<file path="src/rtl/strobe_period_monitor.sv">
// strobe_period_monitor
// Measures the clock count between rising edges of a periodic strobe.
// Each measured period is checked against an expected rate and tolerance.
// Lock is declared after LOCK_COUNT consecutive in-tolerance periods.
// A timeout is flagged when strobes stop arriving.
//
// Optional build macro STROBE_MON_STATS_EN adds min/max period tracking.
// BOARD_CLK_MHZ (macro) is the board clock in MHz and defaults to 50.
//
// Ports:
//   clk_i          - system clock
//   rst_i          - synchronous active-high reset
//   strobe_i       - monitored strobe; a rising edge is one event
//   clear_i        - synchronous soft clear, same effect as rst_i
//   period_o       - last measured period in cycles
//   period_valid_o - one-cycle pulse when period_o updates
//   in_tol_o       - tolerance result of the last period
//   lock_o         - high after LOCK_COUNT consecutive in-tolerance periods
//   timeout_o      - high while no strobe has arrived for TIMEOUT_CYCLES
//   min_period_o   - smallest measured period (STROBE_MON_STATS_EN only)
//   max_period_o   - largest measured period  (STROBE_MON_STATS_EN only)

`ifndef BOARD_CLK_MHZ
`define BOARD_CLK_MHZ 32'd50
`endif

module strobe_period_monitor #(
  parameter int unsigned EXPECTED_FREQ_HZ = 32'd1,
  parameter int unsigned TOL_CYCLES       = 32'd2,
  parameter int unsigned LOCK_COUNT       = 32'd4,
  parameter int unsigned TIMEOUT_CYCLES   =
    32'd2 * ((32'(`BOARD_CLK_MHZ) * 32'd1_000_000) / EXPECTED_FREQ_HZ + 32'd1),
  localparam int unsigned EXP_PERIOD =
    (32'(`BOARD_CLK_MHZ) * 32'd1_000_000) / EXPECTED_FREQ_HZ + 32'd1,
  localparam int CNT_W = $clog2(TIMEOUT_CYCLES + 32'd1),
  localparam int LCK_W = $clog2(LOCK_COUNT + 32'd1)
) (
  input  logic             clk_i,
  input  logic             rst_i,
  input  logic             strobe_i,
  input  logic             clear_i,
  output logic [CNT_W-1:0] period_o,
  output logic             period_valid_o,
  output logic             in_tol_o,
  output logic             lock_o,
`ifdef STROBE_MON_STATS_EN
  output logic [CNT_W-1:0] min_period_o,
  output logic [CNT_W-1:0] max_period_o,
`endif
  output logic             timeout_o
);

  localparam logic [CNT_W-1:0] EXP_CNT     = CNT_W'(EXP_PERIOD);
  localparam logic [CNT_W-1:0] TO_CNT      = CNT_W'(TIMEOUT_CYCLES);
  localparam logic [CNT_W-1:0] CNT_ONE     = CNT_W'(1);
  localparam logic [LCK_W-1:0] LOCK_STREAK = LCK_W'(LOCK_COUNT);

  typedef enum logic [1:0] {
    ST_IDLE    = 2'd0,
    ST_MEASURE = 2'd1,
    ST_TIMEOUT = 2'd2
  } state_e;

  // Larger minus smaller, so the unsigned deviation never wraps.
  function automatic logic [CNT_W-1:0] abs_diff(input logic [CNT_W-1:0] a,
                                                input logic [CNT_W-1:0] b);
    return (a >= b) ? (a - b) : (b - a);
  endfunction

  state_e             state_q, state_d;
  logic               strobe_q;
  logic [CNT_W-1:0]   cnt_q, cnt_d;
  logic [CNT_W-1:0]   period_q, period_d;
  logic               period_valid_q, period_valid_d;
  logic               in_tol_q, in_tol_d;
  logic               lock_q, lock_d;
  logic               timeout_q, timeout_d;
  logic [LCK_W-1:0]   streak_q, streak_d;

  logic               event_s;
  logic               in_tol_s;
  logic               measured_s;
  logic [LCK_W-1:0]   streak_inc_s;

  assign event_s    = strobe_i & ~strobe_q;
  assign in_tol_s   = (32'(abs_diff(cnt_q, EXP_CNT)) <= TOL_CYCLES);
  assign measured_s = (state_q == ST_MEASURE) & event_s;
  // Streak saturates at LOCK_COUNT so it cannot wrap while locked.
  assign streak_inc_s = (streak_q >= LOCK_STREAK) ? LOCK_STREAK
                                                  : (streak_q + LCK_W'(1));

  // State register and all datapath flops; clear_i acts like reset.
  always_ff @(posedge clk_i) begin
    if (rst_i || clear_i) begin
      state_q        <= ST_IDLE;
      strobe_q       <= 1'b0;
      cnt_q          <= '0;
      period_q       <= '0;
      period_valid_q <= 1'b0;
      in_tol_q       <= 1'b0;
      lock_q         <= 1'b0;
      timeout_q      <= 1'b0;
      streak_q       <= '0;
    end else begin
      state_q        <= state_d;
      strobe_q       <= strobe_i;
      cnt_q          <= cnt_d;
      period_q       <= period_d;
      period_valid_q <= period_valid_d;
      in_tol_q       <= in_tol_d;
      lock_q         <= lock_d;
      timeout_q      <= timeout_d;
      streak_q       <= streak_d;
    end
  end

  // Next-state logic.
  always_comb begin
    state_d = state_q;
    case (state_q)
      ST_IDLE: begin
        if (event_s) state_d = ST_MEASURE;
        else         state_d = ST_IDLE;
      end
      ST_MEASURE: begin
        // An event on the timeout cycle wins and is measured normally.
        if (event_s)              state_d = ST_MEASURE;
        else if (cnt_q == TO_CNT) state_d = ST_TIMEOUT;
        else                      state_d = ST_MEASURE;
      end
      ST_TIMEOUT: begin
        if (event_s) state_d = ST_MEASURE;
        else         state_d = ST_TIMEOUT;
      end
      default: state_d = ST_IDLE;
    endcase
  end

  // Counter, period capture, tolerance, lock and timeout updates.
  always_comb begin
    cnt_d          = cnt_q;
    period_d       = period_q;
    period_valid_d = 1'b0;
    in_tol_d       = in_tol_q;
    lock_d         = lock_q;
    timeout_d      = timeout_q;
    streak_d       = streak_q;
    case (state_q)
      ST_IDLE: begin
        if (event_s) cnt_d = CNT_ONE;
        else         cnt_d = '0;
      end
      ST_MEASURE: begin
        if (event_s) begin
          period_d       = cnt_q;
          period_valid_d = 1'b1;
          in_tol_d       = in_tol_s;
          cnt_d          = CNT_ONE;
          if (in_tol_s) begin
            streak_d = streak_inc_s;
            lock_d   = (streak_inc_s == LOCK_STREAK);
          end else begin
            streak_d = '0;
            lock_d   = 1'b0;
          end
        end else if (cnt_q == TO_CNT) begin
          // Counter holds at the limit while timed out.
          timeout_d = 1'b1;
          lock_d    = 1'b0;
          streak_d  = '0;
        end else begin
          cnt_d = cnt_q + CNT_ONE;
        end
      end
      ST_TIMEOUT: begin
        // The long gap is not a valid period; restart measurement only.
        if (event_s) begin
          timeout_d = 1'b0;
          cnt_d     = CNT_ONE;
        end else begin
          cnt_d = cnt_q;
        end
      end
      default: cnt_d = '0;
    endcase
  end

  assign period_o       = period_q;
  assign period_valid_o = period_valid_q;
  assign in_tol_o       = in_tol_q;
  assign lock_o         = lock_q;
  assign timeout_o      = timeout_q;

`ifdef STROBE_MON_STATS_EN
  logic [CNT_W-1:0] min_q, min_d;
  logic [CNT_W-1:0] max_q, max_d;

  // Track extremes of measured periods; timeout gaps never reach here.
  always_comb begin
    min_d = min_q;
    max_d = max_q;
    if (measured_s) begin
      if (cnt_q < min_q) min_d = cnt_q;
      else               min_d = min_q;
      if (cnt_q > max_q) max_d = cnt_q;
      else               max_d = max_q;
    end else begin
      min_d = min_q;
      max_d = max_q;
    end
  end

  // Min/max registers; min resets to all ones so the first period wins.
  always_ff @(posedge clk_i) begin
    if (rst_i || clear_i) begin
      min_q <= '1;
      max_q <= '0;
    end else begin
      min_q <= min_d;
      max_q <= max_d;
    end
  end

  assign min_period_o = min_q;
  assign max_period_o = max_q;
`endif

endmodule
</file>
<file path="config.mk">
export PLATFORM = sky130hd
export DESIGN_NAME = strobe_period_monitor
export DESIGN_NICKNAME = d
export VERILOG_FILES = /design/src/rtl/strobe_period_monitor.sv
export SDC_FILE = /design/constraint.sdc
export NUM_CORES = 1
export LEC_CHECK = 0
export CAP_MARGIN = 10
export CORE_UTILIZATION = 30
export CTS_BUF_LIST = sky130_fd_sc_hd__clkbuf_4
export CTS_CLUSTER_SIZE = 30
export DETAILED_ROUTE_END_ITERATION = 8
export GPL_ROUTABILITY_DRIVEN = 1
export PLACE_DENSITY = 0.53
export SYNTH_ARGS = -nofsm -noshare
export SYNTH_HDL_FRONTEND = slang
export SYNTH_SLANG_ARGS = --single-unit
</file>
<file path="constraint.sdc">
create_clock -name clk_i -period 6.45 [get_ports clk_i]
set_input_delay 1.6125 -clock clk_i [delete_from_list [all_inputs] [get_ports clk_i]]
set_output_delay 1.6125 -clock clk_i [all_outputs]
set_load 0.02 [all_outputs]
</file>
==> results of run 1 <==
path summary, 6_finish.rpt:
kind / from / end / slack (ns)
worst max register to register: cnt_q[8]$_SDFFE_PP0P_ / streak_q[0]$_SDFFE_PP0P_ / 2.53
worst min register to register: period_o[1]$_SDFFE_PP0P_ / period_o[1]$_SDFFE_PP0P_ / 0.46
worst max-delay path: strobe_i / streak_q[0]$_SDFFE_PP0P_ / 1.82
worst min-delay path: period_o[1]$_SDFFE_PP0P_ / period_o[1]$_SDFFE_PP0P_ / 0.46
registers in the layout (all words and copies together) (netlist names):
name / cells
cnt_q: 27
lock_o: 1
period_o: 27
period_valid_o: 1
streak_q: 3
in_tol_o: 1
timeout_o: 1
strobe_q: 1
state_q: 2
metal layers:
metal	vias to the layer above	share of wire, %
met1	2074	45
li1	2051	-
met5	-	0
met2	160	45
met3	27	6.9
met4	0	2.6
placed cells by master (no fill, tap or decap), types with 3 or more instances in the layout:
cell type / instances
nand2_1: 87
dfxtp_1: 64
nor2_1: 59
a21oi_1: 45
clkdlybuf4s50_1: 34
o21ai_0: 22
xnor2_1: 17
inv_1: 16
nand3_1: 14
nand4_1: 13
xor2_1: 13
nor3_1: 11
and3_1: 10
ha_1: 9
clkbuf_4: 9
o31ai_1: 8
a31oi_1: 8
o211ai_1: 7
and2_1: 6
nor2b_1: 5
a211o_1: 5
nor4b_1: 4
nor4_1: 4
a21o_1: 4
a211oi_1: 4
o22ai_1: 4
nand2b_1: 3
or4_1: 3
nand3b_1: 3
a22oi_1: 3
a2111oi_0: 3
mux2i_1: 3
a221oi_1: 3
or3_1: 3
clkinv_1: 3
buf_4: 3
cell families after synthesis:
logic type,Yosys count,share of synthesized area [%]
AOI/OAI and AO/OA,156,26.1
xor gates and xnor gates,30,6.14
adders and majority gates,9,2.63
buffers and inverters,65,6.20
DFF,64,29.9
muxes,3,0.702
and+or+nand+nor,243,28.3
critical path: stages:
cell	delay, ns
clkdlybuf4s50_1	0.50
or4bb_1	0.90
nor2_1	0.24
o211ai_1	0.12
a221o_1	0.29
a2111oi_2	0.22
o2111ai_1	0.25
a2111oi_4	0.52
nand2_2	0.11
o31ai_1	0.21
area by class of cell:
class / instances / area share, %
Multi-Input combinational cell: 441 / 57.0
Sequential cell: 64 / 26.7
Tap cell: 180 / 4.70
Timing Repair Buffer: 37 / 7.57
Clock buffer: 9 / 1.41
Clock inverter: 7 / 1.31
Inverter: 16 / 1.25
where the power goes:
part / internal (mW) / switching [mW] / total [mW]
clock: 0.114 / 0.162 / 0.276
combinational: 0.00744 / 0.0164 / 0.0238
sequential: 0.396 / 0.00224 / 0.398
total: 0.517 / 0.180 / 0.698
==> flow_summary_export.csv, run 1 <==
group,metric,value,unit
cts,cts_sinks,64,
global_routing,grtUsageMet2,31.3,%
synth,netlist_area,4280,sq um
cts,cts.repair.resized,0,
cts,cts_tree,"yes",
layout,multi_input_area,2730,sq um
layout,diodes,0,
sta,worst_slew_pin_slew,1.08,ns
sta,fin_skew,0.0387,ns
sta,setup_viol,0,
critical_path,worst-setup-path-type,"in -> reg",
synth,synth_cells,570,
drt,drtAntennaViolNets,0,
synth,yosys.area.top_type,"dfxtp_1",
layout,nets,582,
sta,relSlewSlack,27.9,%
placed_design,place.port_buffers,34,
global_routing,gr-usage-met3,5.55,%
critical_path,r2r_cells,9,
cts,hold_buffers,0,
synth,synth_flop_cell,"dfxtp_1",
synth,yosys_register_bits,64,
sta,fmax,0.216,GHz
sta,period_needed,4.63,ns
synth,synthArstFlopShare,0,%
synth,syn_area_per_cell,7.51,sq um
layout,nFillCells,1515,
cts,cts_buffer_depth,2,
layout,area.sequential,1280,sq um
critical_path,worstPathRequired,6.81,ns
cts,cts_setup_buffers,0,
die,coreArea,13900,sq um
synth,synth_most_common_cell,"nand2_1",
synth,synth_common_cells,"87 x nand2_1, 64 x dfxtp_1, 59 x nor2_1",
sta,hold_slack,0.460,ns
synth,yosysSeqAreaShare,29.9,%
drt,drc_errors,0,
global_routing,grt_max_degree,35,
synth,synth-edff-count,0,
placed_design,gp_congestion,0.904,
die,dieHeight,121,um
placed_design,place_area,4660,sq um
cts,worstSkewPairLatency,0.48,ns
pwr,ir_drop,0.111,mV
synth,synth_top_area_share,29.9,%
run,maxCapViolCount,0,
layout,fin_cells,754,
placed_design,dp_slack,1.37,ns
synth,syn_nets,583,
synth,yosysWarnings,0,
die,die_width,121,um
layout,fin_util,34.5,%
min_path,hold_class,"reg -> reg",
sta,final_max_slew_viol_count,0,
pwr,p_leak,1.44,nW
synth,synth_area_leaders,"dfxtp_1 30%, nand2_1 7.6%, a21oi_1 5.3%",
pwr,p_per_area,146,nW/um^2
sta,fin_ws,1.82,ns
drt,via_per_inst,5.72,
global_routing,gr-usage-met1,26.2,%
global_routing,grt_use_total,20.2,%
drt,num_vias,4312,
cts,cts-root-buf,"clkbuf_4",
drt,drtPass1Iterations,4,
placed_design,dp.cells,738,
die,die-area,14800,sq um
sta,grt_setup_unrepaired,"false",
sta,period_share,71.8,%
cts,path_clk_slew,0.11,ns
drt,wl_per_cell,18.9,um
drt,wl,14300,um
placed_design,place.detailed.hpwl,9970,um
global_routing,grt-ovfl-total,0,
critical_path,start_kind,"input port",
critical_path,end_kind,"flop",
sta,hold_violations,0,
critical_path,path_max_fanout,31,
sta,fin_setup_tns,0,ns
layout,fin_area,4790,sq um
cts,cts_buffers,9,
die,initial_core_util,30.8,%
layout,area_growth,12.0,%
cts,h-tree-depth,3,
global_routing,busiest_layer,"met2",
die,row_count,43,
die,io_pins,35,
critical_path,crit_arrival,4.99,ns
run_status,status,"complete, no violations",
global_routing,grt_pass1_wl,22400,um
pwr,power,0.698,mW
layout,drive_gt1_share,6.27,%
min_path,hold_depth,2,
drt,drtIter0Drc,355,
synth,yosysUniqueCellTypes,78,
global_routing,antenna_found_initial,0,
global_routing,grt_pass1_vias,4041,
(Power assumes the default switching activity.)
==> inputs of run 2 (changes only) <==
--- a/config.mk
+++ b/config.mk
@@ -11,7 +11,7 @@
 export CTS_CLUSTER_SIZE = 30
 export DETAILED_ROUTE_END_ITERATION = 8
 export GPL_ROUTABILITY_DRIVEN = 1
-export PLACE_DENSITY = 0.53
+export PLACE_DENSITY = 0.54
 export SYNTH_ARGS = -nofsm -noshare
 export SYNTH_HDL_FRONTEND = slang
 export SYNTH_SLANG_ARGS = --single-unit
==> constraint.sdc (replaced) <==
create_clock -name clk_i -period 3.91 [get_ports clk_i]
set_input_delay 0.9775 -clock clk_i [delete_from_list [all_inputs] [get_ports clk_i]]
set_output_delay 0.9775 -clock clk_i [all_outputs]
set_load 0.02 [all_outputs]
==> flow_summary_export.csv, run 2 (synthesis results as in run 1) <==
group,metric,value,unit
layout,nets,618,
layout,fin_util,36.5,%
sta,period_share,89.6,%
sta,relSlewSlack,54.8,%
cts,cts_setup_buffers,0,
pwr,p_int,0.856,mW
layout,fin_cells,790,
die,initial_core_util,30.8,%
sta,worst_slew_pin_slew,0.669,ns
layout,multi_input_area,2740,sq um
critical_path,worstPathRequired,4.26,ns
cts,cts_tree,"yes",
die,row_count,43,
placed_design,dp.cells,774,
placed_design,gp_congestion,0.979,
cts,cts.repair.resized,0,
run,maxCapViolCount,0,
sta,grt_setup_unrepaired,"false",
global_routing,grt_use_total,20.9,%
cts,hold_buffers,0,
placed_design,place_area,4940,sq um
sta,period_needed,3.50,ns
sta,final_max_slew_viol_count,0,
critical_path,crit_arrival,3.85,ns
die,io_pins,35,
layout,area.sequential,1280,sq um
pwr,p_seq_share,57.0,%
sta,fmax,0.285,GHz
min_path,hold_class,"reg -> reg",
critical_path,path_max_fanout,11,
layout,drive_gt1_share,12.0,%
critical_path,start_kind,"flop",
drt,via_per_inst,5.60,
global_routing,grt-ovfl-total,0,
pwr,p_sw,0.294,mW
die,die-area,14800,sq um
pwr,power_frac_clock,39.2,%
placed_design,place.port_buffers,34,
drt,num_vias,4427,
critical_path,end_kind,"flop",
layout,fin_area,5070,sq um
drt,drtIter0Drc,376,
sta,fin_skew,0.0296,ns
layout,layout_common_cells,"87 x nand2_1, 64 x dfxtp_1, 59 x nor2_1",
layout,diodes,0,
placed_design,place.detailed.hpwl,11100,um
cts,cts_buffers,9,
layout,mostFrequentLayoutCell,"nand2_1",
die,die_width,121,um
drt,wl_per_cell,18.6,um
run_status,status,"complete, no violations",
drt,drc_errors,0,
pwr,p_per_area,227,nW/um^2
sta,setup_viol,0,
pwr,p_leak,1.63,nW
drt,wl,14700,um
global_routing,grt_pass1_vias,4215,
cts,cts_sinks,64,
global_routing,antenna_found_initial,0,
drt,drtAntennaViolNets,0,
cts,h-tree-depth,3,
cts,cts-root-buf,"clkbuf_4",
sta,fin_setup_tns,0,ns
sta,hold_slack,0.461,ns
drt,drtPass1Iterations,5,
sta,fin_ws,0.407,ns
global_routing,grt_pass1_wl,23200,um
layout,area_growth,18.5,%
pwr,power.switching_fraction,25.6,%
cts,cts_buffer_depth,2,
placed_design,dp_slack,0.0443,ns
die,coreArea,13900,sq um
global_routing,grt_max_degree,30,
pwr,combPwrFrac,3.8,%
layout,nFillCells,1462,
pwr,power,1.15,mW
die,dieHeight,121,um
cts,worstSkewPairLatency,0.45,ns
pwr,ir_drop,0.261,mV
critical_path,worst-setup-path-type,"reg -> reg",
cts,path_clk_slew,0.13,ns
sta,hold_violations,0,
## run 2: changes by cell type in the layout (fill, tap and decap cells not counted), sizes merged
cell      change
buf          +36
clkinvlp      +1
clkinv        -1
## run 2: final timing paths
check	endpoint	depth (start not counted)	start	slack (ns)
hold / removal	lock_o$_SDFFE_PP0P_	2	lock_o$_SDFFE_PP0P_	0.46
setup reg to reg	streak_q[1]$_SDFFE_PP0P_	9	cnt_q[16]$_SDFFE_PP0P_	0.41
setup / recovery	streak_q[1]$_SDFFE_PP0P_	9	cnt_q[16]$_SDFFE_PP0P_	0.41
hold reg to reg	lock_o$_SDFFE_PP0P_	2	lock_o$_SDFFE_PP0P_	0.46
## run 2: area by class of cell
type	count	area share, %
multi-input cells	441	54.1
flip-flops and latches	64	25.3
repair buffers	73	12.5
well taps	180	4.44
clock buffers	9	1.33
clock inverters	7	1.23
inverters	16	1.18
## run 2: power by group through the flow
stage | combinational (mW) | sequential (mW) | clock [mW]
floorplan | 0.0293 | 0.669 | 0
global placement | 0.0434 | 0.670 | 0
detailed placement | 0.0436 | 0.670 | 0
CTS | 0.0438 | 0.655 | 0.471
global route | 0.0485 | 0.656 | 0.493
finish | 0.0438 | 0.655 | 0.451
## run 2: per-layer routing
| layer | global-route usage [%] | share of wire, % |
|---|---|---|
| met1 | 26.9 | 44 |
| met2 | 34.1 | 47 |
| met3 | 4.28 | 5.9 |
| met4 | 7.87 | 2.5 |
| met5 | 0 | 0 |
## run 2: worst max-delay path, stage by stage, from the launching register on
cell,delay (ns)
dfxtp_1,0.62
and4bb_1,0.27
a41oi_1,0.58
a31oi_1,0.20
a221o_1,0.41
a2111oi_2,0.22
o2111ai_1,0.24
a2111oi_4,0.51
nand2_2,0.12
o31ai_1,0.22
